==> src/rtl/run_sequencer_pkg.sv <==
// Shared types and default configuration for the run sequencer.
// Latency: n/a (declarations only).
// Backpressure: n/a.
//
// Contents: sequencer state enum and the default parameter values used by
// run_sequencer, its counter and its interface.
package run_seq_pkg;

    typedef enum logic [2:0] {
        S_IDLE = 3'd0,
        S_LOAD = 3'd1,
        S_REQ  = 3'd2,
        S_WAIT = 3'd3,
        S_READ = 3'd4
    } seq_state_t;

    localparam int DEF_AW        = 8;
    localparam int DEF_LOAD_BASE = 0;
    localparam int DEF_LOAD_LEN  = 4;
    localparam int DEF_READ_BASE = 64;
    localparam int DEF_READ_LEN  = 2;
    localparam int DEF_TIMEOUT   = 4096;

    localparam int DATA_W        = 8;
    localparam int RUN_CYCLES_W  = 16;
    localparam int LOAD_IDX_W    = 16;
    localparam int READ_IDX_W    = 8;

endpackage

==> src/rtl/run_sequencer_if.sv <==
// Bundles the preload stream, data-memory port, core handshake and readback stream.
// Latency: n/a (wires only).
// Backpressure: ld_* and rd_* are valid/ready; mem_* and req/done have none.
//
// Modports:
//   master - the sequencer: drives ld_ready, mem_wr_en/mem_addr/mem_wr_data,
//            req, rd_valid/rd_data; samples ld_valid/ld_data, mem_rd_data,
//            done, rd_ready.
//   slave  - the environment (loader, memory, core, reader): the opposite.
interface run_sequencer_if
    import run_seq_pkg::*;
#(
    parameter int AW = DEF_AW
);
    logic              ld_valid;
    logic [DATA_W-1:0] ld_data;
    logic              ld_ready;

    logic              mem_wr_en;
    logic [AW-1:0]     mem_addr;
    logic [DATA_W-1:0] mem_wr_data;
    logic [DATA_W-1:0] mem_rd_data;

    logic              req;
    logic              done;

    logic              rd_valid;
    logic [DATA_W-1:0] rd_data;
    logic              rd_ready;

    modport master (
        input  ld_valid, ld_data, mem_rd_data, done, rd_ready,
        output ld_ready, mem_wr_en, mem_addr, mem_wr_data, req, rd_valid, rd_data
    );

    modport slave (
        output ld_valid, ld_data, mem_rd_data, done, rd_ready,
        input  ld_ready, mem_wr_en, mem_addr, mem_wr_data, req, rd_valid, rd_data
    );

endinterface

==> src/rtl/seq_sat_counter.sv <==
// Saturating up-counter with synchronous clear, used for the WAIT-cycle count.
// Latency: count reflects clr/en one cycle after they are sampled.
// Backpressure: none; holds its value whenever en is low.
//
// Ports: clk, reset (sync, active-high), clr (to zero, wins over en),
//        en (count up, sticks at all-ones), count.
module seq_sat_counter
    import run_seq_pkg::*;
#(
    parameter int W = RUN_CYCLES_W
)(
    input  logic         clk,
    input  logic         reset,
    input  logic         clr,
    input  logic         en,
    output logic [W-1:0] count
);

    always_ff @(posedge clk) begin
        if (reset) begin
            count <= '0;
        end else if (clr) begin
            count <= '0;
        end else if (en && (count != {W{1'b1}})) begin
            count <= count + 1'b1;
        end
    end

endmodule

==> src/rtl/run_sequencer.sv <==
// Preloads data memory, kicks the core, waits for done, then streams back results.
// Latency: a run takes 1 + LOAD_LEN beats + 1 req cycle + WAIT + READ_LEN beats.
// Backpressure: ld_ready high only in LOAD; READ holds mem_addr/rd_data while rd_ready is low.
//
// Ports: clk, reset (sync, active-high), start (one-cycle, honoured in IDLE only),
//        bus (run_sequencer_if.master: preload stream, memory port, req/done,
//        readback stream), busy (state != IDLE), timeout (sticky watchdog flag),
//        run_cycles (WAIT cycles of the last run, saturating).
// Build option: define RUN_SEQUENCER_TIMEOUT_EN to abandon WAIT after TIMEOUT
// cycles and raise timeout; otherwise WAIT is unbounded and timeout is 0.
module run_sequencer
    import run_seq_pkg::*;
#(
    parameter int AW        = DEF_AW,
    parameter int LOAD_BASE = DEF_LOAD_BASE,
    parameter int LOAD_LEN  = DEF_LOAD_LEN,
    parameter int READ_BASE = DEF_READ_BASE,
    parameter int READ_LEN  = DEF_READ_LEN,
    parameter int TIMEOUT   = DEF_TIMEOUT
)(
    input  logic                    clk,
    input  logic                    reset,
    input  logic                    start,
    run_sequencer_if.master         bus,
    output logic                    busy,
    output logic                    timeout,
    output logic [RUN_CYCLES_W-1:0] run_cycles
);

    // Bases reduced to AW bits once so all address sums wrap modulo 2**AW.
    localparam logic [AW-1:0]         LOAD_BASE_A = AW'(LOAD_BASE);
    localparam logic [AW-1:0]         READ_BASE_A = AW'(READ_BASE);
    localparam logic [LOAD_IDX_W-1:0] LOAD_LAST   = LOAD_IDX_W'(LOAD_LEN - 1);
    localparam logic [READ_IDX_W-1:0] READ_LAST   = READ_IDX_W'(READ_LEN - 1);

    seq_state_t              state;
    logic [LOAD_IDX_W-1:0]   idx;
    logic [READ_IDX_W-1:0]   ridx;
    logic                    done_q;

    logic                    ld_ready_q;
    logic                    req_q;
    logic                    rd_valid_q;
    logic                    busy_q;

    logic                    ld_beat;
    logic                    rd_beat;
    logic                    done_rise;
    logic                    run_clr;
    logic                    run_en;

    logic                    mem_wr_en_c;
    logic [AW-1:0]           mem_addr_c;
    logic [DATA_W-1:0]       mem_wr_data_c;
    logic [DATA_W-1:0]       rd_data_c;

    assign ld_beat   = ld_ready_q && bus.ld_valid;
    assign rd_beat   = rd_valid_q && bus.rd_ready;
    // done is a level that may still be high from the previous run; only a
    // fresh low-to-high transition counts as completion.
    assign done_rise = bus.done && !done_q;

    assign run_clr   = (state == S_IDLE) && start;
    assign run_en    = (state == S_WAIT);

    seq_sat_counter #(
        .W (RUN_CYCLES_W)
    ) u_run_cnt (
        .clk   (clk),
        .reset (reset),
        .clr   (run_clr),
        .en    (run_en),
        .count (run_cycles)
    );

`ifdef RUN_SEQUENCER_TIMEOUT_EN
    logic timeout_q;
    logic tmo_hit;

    // True in the WAIT cycle whose increment brings run_cycles up to TIMEOUT.
    assign tmo_hit = ({1'b0, run_cycles} + 17'd1) >= 17'(TIMEOUT);
    assign timeout = timeout_q;
`else
    // Without the watchdog WAIT never gives up, so TIMEOUT has no effect.
    logic [31:0] unused_timeout_cfg;

    assign unused_timeout_cfg = 32'(TIMEOUT);
    assign timeout            = 1'b0;
`endif

    // Flag outputs are registered alongside the state so they change on the
    // same edge as the state they describe.
    always_ff @(posedge clk) begin
        if (reset) begin
            state      <= S_IDLE;
            idx        <= '0;
            ridx       <= '0;
            done_q     <= 1'b0;
            ld_ready_q <= 1'b0;
            req_q      <= 1'b0;
            rd_valid_q <= 1'b0;
            busy_q     <= 1'b0;
`ifdef RUN_SEQUENCER_TIMEOUT_EN
            timeout_q  <= 1'b0;
`endif
        end else begin
            done_q <= bus.done;
            req_q  <= 1'b0;

            case (state)
                S_IDLE: begin
                    if (start) begin
                        idx    <= '0;
                        ridx   <= '0;
                        busy_q <= 1'b1;
`ifdef RUN_SEQUENCER_TIMEOUT_EN
                        timeout_q <= 1'b0;
`endif
                        if (LOAD_LEN > 0) begin
                            state      <= S_LOAD;
                            ld_ready_q <= 1'b1;
                        end else begin
                            state <= S_REQ;
                            req_q <= 1'b1;
                        end
                    end
                end

                S_LOAD: begin
                    if (ld_beat) begin
                        if (idx == LOAD_LAST) begin
                            idx        <= '0;
                            state      <= S_REQ;
                            ld_ready_q <= 1'b0;
                            req_q      <= 1'b1;
                        end else begin
                            idx <= idx + 1'b1;
                        end
                    end
                end

                S_REQ: begin
                    state <= S_WAIT;
                end

                S_WAIT: begin
                    if (done_rise) begin
                        state      <= S_READ;
                        rd_valid_q <= 1'b1;
                    end
`ifdef RUN_SEQUENCER_TIMEOUT_EN
                    else if (tmo_hit) begin
                        state     <= S_IDLE;
                        busy_q    <= 1'b0;
                        timeout_q <= 1'b1;
                    end
`endif
                end

                S_READ: begin
                    if (rd_beat) begin
                        if (ridx == READ_LAST) begin
                            ridx       <= '0;
                            state      <= S_IDLE;
                            rd_valid_q <= 1'b0;
                            busy_q     <= 1'b0;
                        end else begin
                            ridx <= ridx + 1'b1;
                        end
                    end
                end

                default: begin
                    state      <= S_IDLE;
                    ld_ready_q <= 1'b0;
                    rd_valid_q <= 1'b0;
                    busy_q     <= 1'b0;
                end
            endcase
        end
    end

    // Memory port and read data follow the indices directly; ridx only moves on
    // a handshake, so a stalled reader sees a stable address and word.
    always_comb begin
        mem_wr_en_c   = 1'b0;
        mem_addr_c    = '0;
        mem_wr_data_c = '0;
        rd_data_c     = '0;
        if (state == S_LOAD) begin
            mem_addr_c = LOAD_BASE_A + AW'(idx);
            if (ld_beat) begin
                mem_wr_en_c   = 1'b1;
                mem_wr_data_c = bus.ld_data;
            end
        end else if (state == S_READ) begin
            mem_addr_c = READ_BASE_A + AW'(ridx);
            rd_data_c  = bus.mem_rd_data;
        end
    end

    assign bus.ld_ready    = ld_ready_q;
    assign bus.mem_wr_en   = mem_wr_en_c;
    assign bus.mem_addr    = mem_addr_c;
    assign bus.mem_wr_data = mem_wr_data_c;
    assign bus.req         = req_q;
    assign bus.rd_valid    = rd_valid_q;
    assign bus.rd_data     = rd_data_c;
    assign busy            = busy_q;

endmodule

==> src/flat_wrapper.sv <==
// flat-port wrapper written by rule: the top's interface ports become plain ports
module run_sequencer_flat import run_seq_pkg::*;
#(
    parameter int AW        = DEF_AW,
    parameter int LOAD_BASE = DEF_LOAD_BASE,
    parameter int LOAD_LEN  = DEF_LOAD_LEN,
    parameter int READ_BASE = DEF_READ_BASE,
    parameter int READ_LEN  = DEF_READ_LEN,
    parameter int TIMEOUT   = DEF_TIMEOUT
)
  (clk, reset, start, busy, timeout, run_cycles, bus_ld_valid, bus_ld_data, bus_mem_rd_data, bus_done, bus_rd_ready, bus_ld_ready, bus_mem_wr_en, bus_mem_addr, bus_mem_wr_data, bus_req, bus_rd_valid, bus_rd_data);
  run_sequencer_if #(.AW(AW)) bus_i ();
  input  logic clk;
  input  logic reset;
  input  logic start;
  output logic busy;
  output logic timeout;
  output logic [RUN_CYCLES_W-1:0] run_cycles;
  input wire logic [$bits(bus_i.ld_valid)-1:0] bus_ld_valid;
  input wire logic [$bits(bus_i.ld_data)-1:0] bus_ld_data;
  input wire logic [$bits(bus_i.mem_rd_data)-1:0] bus_mem_rd_data;
  input wire logic [$bits(bus_i.done)-1:0] bus_done;
  input wire logic [$bits(bus_i.rd_ready)-1:0] bus_rd_ready;
  output wire logic [$bits(bus_i.ld_ready)-1:0] bus_ld_ready;
  output wire logic [$bits(bus_i.mem_wr_en)-1:0] bus_mem_wr_en;
  output wire logic [$bits(bus_i.mem_addr)-1:0] bus_mem_addr;
  output wire logic [$bits(bus_i.mem_wr_data)-1:0] bus_mem_wr_data;
  output wire logic [$bits(bus_i.req)-1:0] bus_req;
  output wire logic [$bits(bus_i.rd_valid)-1:0] bus_rd_valid;
  output wire logic [$bits(bus_i.rd_data)-1:0] bus_rd_data;
  assign bus_i.ld_valid = bus_ld_valid;
  assign bus_i.ld_data = bus_ld_data;
  assign bus_i.mem_rd_data = bus_mem_rd_data;
  assign bus_i.done = bus_done;
  assign bus_i.rd_ready = bus_rd_ready;
  assign bus_ld_ready = bus_i.ld_ready;
  assign bus_mem_wr_en = bus_i.mem_wr_en;
  assign bus_mem_addr = bus_i.mem_addr;
  assign bus_mem_wr_data = bus_i.mem_wr_data;
  assign bus_req = bus_i.req;
  assign bus_rd_valid = bus_i.rd_valid;
  assign bus_rd_data = bus_i.rd_data;
  run_sequencer #(.AW(AW), .LOAD_BASE(LOAD_BASE), .LOAD_LEN(LOAD_LEN), .READ_BASE(READ_BASE), .READ_LEN(READ_LEN), .TIMEOUT(TIMEOUT)) u_core (.clk(clk), .reset(reset), .start(start), .bus(bus_i), .busy(busy), .timeout(timeout), .run_cycles(run_cycles));
endmodule
==> config.mk <==
export PLATFORM = sky130hd
export DESIGN_NAME = run_sequencer_flat
export DESIGN_NICKNAME = d
export VERILOG_FILES = /design/src/rtl/run_sequencer_pkg.sv /design/src/rtl/run_sequencer_if.sv /design/src/rtl/seq_sat_counter.sv /design/src/rtl/run_sequencer.sv /design/src/flat_wrapper.sv
export SDC_FILE = /design/constraint.sdc
export NUM_CORES = 1
export LEC_CHECK = 0
export ABC_CLOCK_PERIOD_IN_PS = 2100
export CORE_MARGIN = 1
export CORE_UTILIZATION = 49
export DETAILED_ROUTE_END_ITERATION = 10
export PLACE_DENSITY = 0.84
export SLEW_MARGIN = 10
export SYNTH_ARGS = -nofsm -noshare
export SYNTH_HDL_FRONTEND = slang
export SYNTH_SLANG_ARGS = --single-unit
==> constraint.sdc <==
create_clock -name clk -period 2.1 [get_ports clk]
set_input_delay 0.42 -clock clk [delete_from_list [all_inputs] [get_ports clk]]
set_output_delay 0.42 -clock clk [all_outputs]
set_load 0.03 [all_outputs]
After elaboration in Yosys (flattened, before gate mapping)
Index checks and enable logic that the tools add are counted.
{"block": "word_totals", "regBits": 48, "input_bits": 22, "elab_cells": 84, "output_inout_bits": 46}
{"block": "classes", "n_mux": 33, "n_eq_ne": 13, "n_reduce_logical": 20, "addsub": 4, "bitwise_logic": 5}
{"op": "$mux W8", "count": 9}
{"op": "$mux W16", "count": 3}
{"op": "$add A16 B1 Y16 const B", "count": 2}
{"op": "$pmux W16 S2", "count": 1}
{"op": "$mux W3", "count": 6}
{"op": "$eq A16 B2 Y1 const B", "count": 1}
{"op": "$ne A16 B16 Y1 const B", "count": 1}
{"op": "$pmux W8 S2", "count": 1}
{"op": "$pmux W3 S5", "count": 1}
{"op": "$reduce_and A4 Y1", "count": 3}
{"op": "$reduce_or A3 Y1", "count": 4}
{"op": "$ne A2 B1 Y1 const B", "count": 5}
{"op": "$mux W1", "count": 9}
{"op": "$pmux W1 S3", "count": 3}
{"op": "$add A7 B8 Y8 const A", "count": 1}
{"op": "$add A8 B1 Y8 const B", "count": 1}
{"op": "$eq A8 B1 Y1 const B", "count": 1}
{"op": "$eq A3 B2 Y1 const B", "count": 2}
{"op": "$reduce_and A3 Y1", "count": 2}
{"op": "$reduce_and A6 Y1", "count": 1}
{"op": "$logic_and A1 B1 Y1", "count": 5}
{"op": "$not A1 Y1", "count": 5}
{"op": "$reduce_bool A2 Y1", "count": 2}
{"op": "$eq A3 B1 Y1 const B", "count": 1}
{"op": "5 further kinds", "count": 5}

Logic depth before layout (Yosys ltp)
{"block": "logic_depth", "word_depth": 4, "depth_mapped": 8, "mapped_depth_nobuf": 6}

Cells and area by module
From an unflattened synthesis, not the netlist that was laid out.
{"block": "hier_totals", "hier_cells": 337, "hier_area_um2": 2732.6}
{"module": "run_sequencer", "seq_area_each_um2": 640.6, "cells_per_inst": 235, "instances": 1, "area_per_inst_um2": 1815.5}
{"module": "seq_sat_counter", "seq_area_each_um2": 320.3, "cells_per_inst": 102, "instances": 1, "area_per_inst_um2": 917.1}

Worst setup path before layout
No wires, ideal clock.
{"block": "synth_path", "path_type": "reg2out", "startpoint": "reg u_core.state[1]", "endpoint": "out bus_mem_wr_data[0]", "path_buffers": 1, "stages_incl_launch_ff": 6, "arrival_ps": 1675, "setup_slack_ps": 5, "required_ps": 1680, "path_cell_list": "dfxtp_1 -> or2_4 -> nor2_2 -> and3_1 -> clkbuf_1 -> and2_1"}
{"block": "synth_via", "elab_chain_len": 2}
{"element": "from (decl)", "line": "run_sequencer.sv:36", "rtl": "seq_state_t state;"}
{"element": "from (signal assigned)", "line": "run_sequencer.sv:95", "rtl": "state <= S_IDLE;"}
{"element": "from (signal assigned)", "line": "run_sequencer.sv:120", "rtl": "state <= S_LOAD;"}
{"element": "from (signal assigned)", "line": "run_sequencer.sv:123", "rtl": "state <= S_REQ;"}
{"element": "$eq A3 B1 Y1", "line": "run_sequencer.sv:190", "rtl": "if (state == S_LOAD) begin"}
{"element": "$mux W8", "line": "run_sequencer.sv:190"}
{"element": "to (decl)", "line": "flat_wrapper.sv:27", "rtl": "output wire logic [$bits(bus_i.mem_wr_data)-1:0] bus_mem_wr_data;"}
Every way passes these cells.

Worst setup path in the final report
{"block": "layout_path", "startpoint": "reg u_core.state[1]", "endpoint": "out bus_mem_wr_data[5]"}
The elaborated chain is that of the path after synthesis.

==> impl_metrics.json <==
{
  "syn2layout_area_growth_pct": 33.16,
  "grt_pass1_vias": 2198,
  "synth_edf_count": 0,
  "drtIter0Drc": 139,
  "hold_violations": 0,
  "skew_ns": 0.007528,
  "r2r_slack_ns": 0.26,
  "die_area_sq_mm": 0.005782,
  "power.leakage_nw": 1.411,
  "r2r-start": "u_core.idx[1]",
  "max_freq_mhz": 498.2,
  "power.total_mw": 2.509,
  "path_clk_slew_ns": 0.08,
  "yosysUniqueCellTypes": 53,
  "fin_util_pct": 68.73,
  "synth.net_count": 326,
  "crit_path_max_fanout": 6,
  "finalNetCount": 404,
  "min_path_cells": 2,
  "syn_avg_cell_area_sq_um": 8.984,
  "crit_type": "flip-flop to output port",
  "drv_slew": 0,
  "coreArea_sq_mm": 0.005205,
  "viasPerCell": 5.376,
  "routed_wl_microns": 6222,
  "syn-cell-area_sq_mm": 0.002686,
  "grt_overflow": 0,
  "ys.flop_type": "dfxtp_1",
  "hold_class": "flip-flop to flip-flop",
  "portBuffers": 66,
  "status": "completed",
  "synth_top_family_by_area": "simple AND/OR/NAND/NOR gates",
  "seq_area_frac_synth_pct": 35.77,
  "design.portCount": 68,
  "synth-xor-area-share_pct": 11.09,
  "min_period_ns": 2.007,
  "wire_per_inst_microns": 13.92,
  "cts_sinks": 48,
  "hpwl_microns": 4564,
  "tritoncts": "yes",
  "pwr_density_cell_mw_per_mm2": 701.5,
  "ys_seq_elements": 48,
  "routabilityCongestion": 0.8353,
  "clk_latency_ns": 0.30,
  "grt_max_degree": 21,
  "start_util_pct": 51.61,
  "first_pass_iters": 4,
  "muxShareOfSynthArea_pct": 0.7452,
  "cp_cell_sequence": "or2_4 -> nor2_4 -> and3_2 -> and2_1 -> buf_4",
  "cp-startpoint": "u_core.state[1]",
  "worstSetupEndpointType": "output port",
  "drc": 0,
  "fp.dieH_microns": 76.04,
  "min_to": "u_core.busy",
  "max-cap-violations": 0,
  "root_buffer": "clkbuf_8",
  "vdd_drop_max_mv": 0.4033,
  "h-tree-depth": 2,
  "synth_compound_area_share_pct": 10.95,
  "cts_buffers": 5,
  "worst-path-buf-inv": 1,
  "arrival_ns": 1.59,
  "reg2reg_to": "u_core.idx[6]",
  "ant_nets": 0,
  "critPathMaxStageDelay_ns": 0.37,
  "reg2reg_depth": 7,
  "diodes": 0,
  "start_kind": "flip-flop",
  "synth_adder_area_share_pct": 2.329,
  "via_count": 2403,
  "final_layout_size_suffix_gt1_share_pct": 21.49,
  "antenna_found_initial": 0,
  "fin_area_sq_mm": 0.003577,
  "worstHoldStart": "u_core.busy",
  "placed_area_sq_mm": 0.003440,
  "dieWidth_microns": 76.04,
  "cts_buffer_depth": 2,
  "synth_simple_gate_area_share_pct": 35.21,
  "fin_crit_sh_pct": 95.58,
  "critical-path-top-delay-family": "simple AND/OR/NAND/NOR gates",
  "setup_viol": 0,
  "synthArstFlopShare_pct": 0,
  "track_usage_pct": 22.02,
  "grt_setup_unrepaired": "false",
  "grt_pass1_wl_microns": 10430,
  "syn_inst": 299,
  "rows": 26,
  "yosysWarnings": 0,
  "slowest_stage": "dfxtp_2",
  "cp.required_ns": 1.68
}
[tightest hold or removal path, stage by stage (launching register included)]
cell and delay, ns:
dfxtp_1 0.34, a31oi_1 0.04, nor2b_1 0.09
[power by group]
group	internal, mW	switching (mW)	leakage, nW
logic	0.394	0.480	0.972
registers	0.963	0.0887	0.389
clock network	0.293	0.290	0.0503
total	1.65	0.859	1.41
[flip-flops by register name (all words and copies together), names as in the netlist]
name	count
u_core.bus.ld_ready	1
u_core.ridx	8
u_core.bus.req	1
u_core.bus.rd_valid	1
u_core.state	3
u_core.u_run_cnt.count	16
u_core.busy	1
u_core.idx	16
u_core.done_q	1
[layer usage]
| layer | wire length, microns | GRT usage [%] |
|---|---|---|
| met5 | 0 | 0 |
| met4 | 49 | 6.538 |
| met3 | 267 | 5.988 |
| met2 | 3103 | 35.91 |
| met1 | 2802 | 28.43 |
[timing repair]
action | in CTS | in global routing
endpoints found under the setup margin | 9 | 17
buffers inserted | 0 | 2
gates resized for setup | 2 | 6
hold buffers | 0 | 0
gates cloned | 0 | 1
[logic make-up (layout without fill, tap and decap cells)]
kind of cell,Yosys count,after routing
adders and majority gates,5,5
xor gates and xnor gates,34,34
muxes,2,2
AOI/OAI and AO/OA,34,34
other,1,1
DFF,48,48
and+or+nand+nor,156,157
buffers and inverters,19,96
[Yosys cell counts, types with 3 or more instances]
cell type / n / area (sq um)
dfxtp_1: 48 / 960.9
nor2_1: 32 / 120.1
and3_1: 21 / 131.4
nand2_1: 20 / 75.07
xor2_1: 20 / 175.2
nand3_1: 15 / 75.07
xnor2_1: 14 / 122.6
and2_1: 11 / 68.82
nand4_1: 11 / 68.82
nor2_4: 10 / 112.6
inv_1: 7 / 26.28
a22o_1: 6 / 52.55
a21oi_1: 5 / 25.02
clkbuf_1: 5 / 18.77
ha_1: 5 / 62.56
nor3_1: 5 / 25.02
and4_1: 4 / 35.03
nor4_1: 4 / 25.02
a31oi_1: 3 / 18.77
buf_2: 3 / 15.01
buf_6: 3 / 33.78
nor2_2: 3 / 18.77
nor2b_1: 3 / 18.77
o21ai_1: 3 / 15.01
[worst max path at each step]
stage                                    end  depth (start not counted)
final                     bus_mem_wr_data[5]                          5
after global routing         bus_mem_addr[6]                          5
after CTS                 bus_mem_wr_data[2]                          5
after detailed placement      u_core.idx[14]                          6
after global placement        u_core.idx[13]                          6
after floorplan           bus_mem_wr_data[0]                          5
[layout make-up]
type,count,area (sq um)
repair buffers,82,759.5
inverters,7,26.28
multi-input cells,233,1644
flip-flops and latches,48,963.4
clock buffers,7,96.34
well taps,70,87.58
fillers,409,1628
[layout by cell type (no fill, tap or decap), types with 2 or more instances in the layout]
master	synthesis	routed
dfxtp_1	48	46
clkdlybuf4s50_1	0	41
buf_4	1	37
nor2_1	32	31
nand2_1	20	20
and3_1	21	20
xor2_1	20	20
nand3_1	15	15
xnor2_1	14	14
nor2_4	10	11
and2_1	11	11
nand4_1	11	11
inv_1	7	7
clkbuf_8	0	7
a22o_1	6	6
nor3_1	5	5
a21oi_1	5	5
ha_1	5	5
o21ai_1	3	4
nor4_1	4	4
and4_1	4	4
nor2_2	3	3
nor2b_1	3	3
a31oi_1	3	3
buf_12	0	3
nor4b_1	2	2
mux2i_1	2	2
o21bai_1	2	2
nand3b_1	2	2
o21a_1	2	2
nor4_2	2	2
a2111oi_4	2	2
nand2b_1	2	2
dfxtp_2	0	2
[through the flow]
step | worst slack [ns] | cells | TNS (ns) | hold WS (ns)
5_1_grt | 0.02747 | 447 | 0 | 0.5268
6_report | 0.09290 | 447 | 0 | 0.5027
3_3_place_gp | -0.002626 | 437 | -0.003376 | 0.4743
2_1_floorplan | 0.005175 | 299 | 0 | 0.4801
4_1_cts | 0.02082 | 444 | 0 | 0.5130
3_5_place_dp | -0.06054 | 437 | -0.1415 | 0.4927
Power figures use the tool's default switching activity.
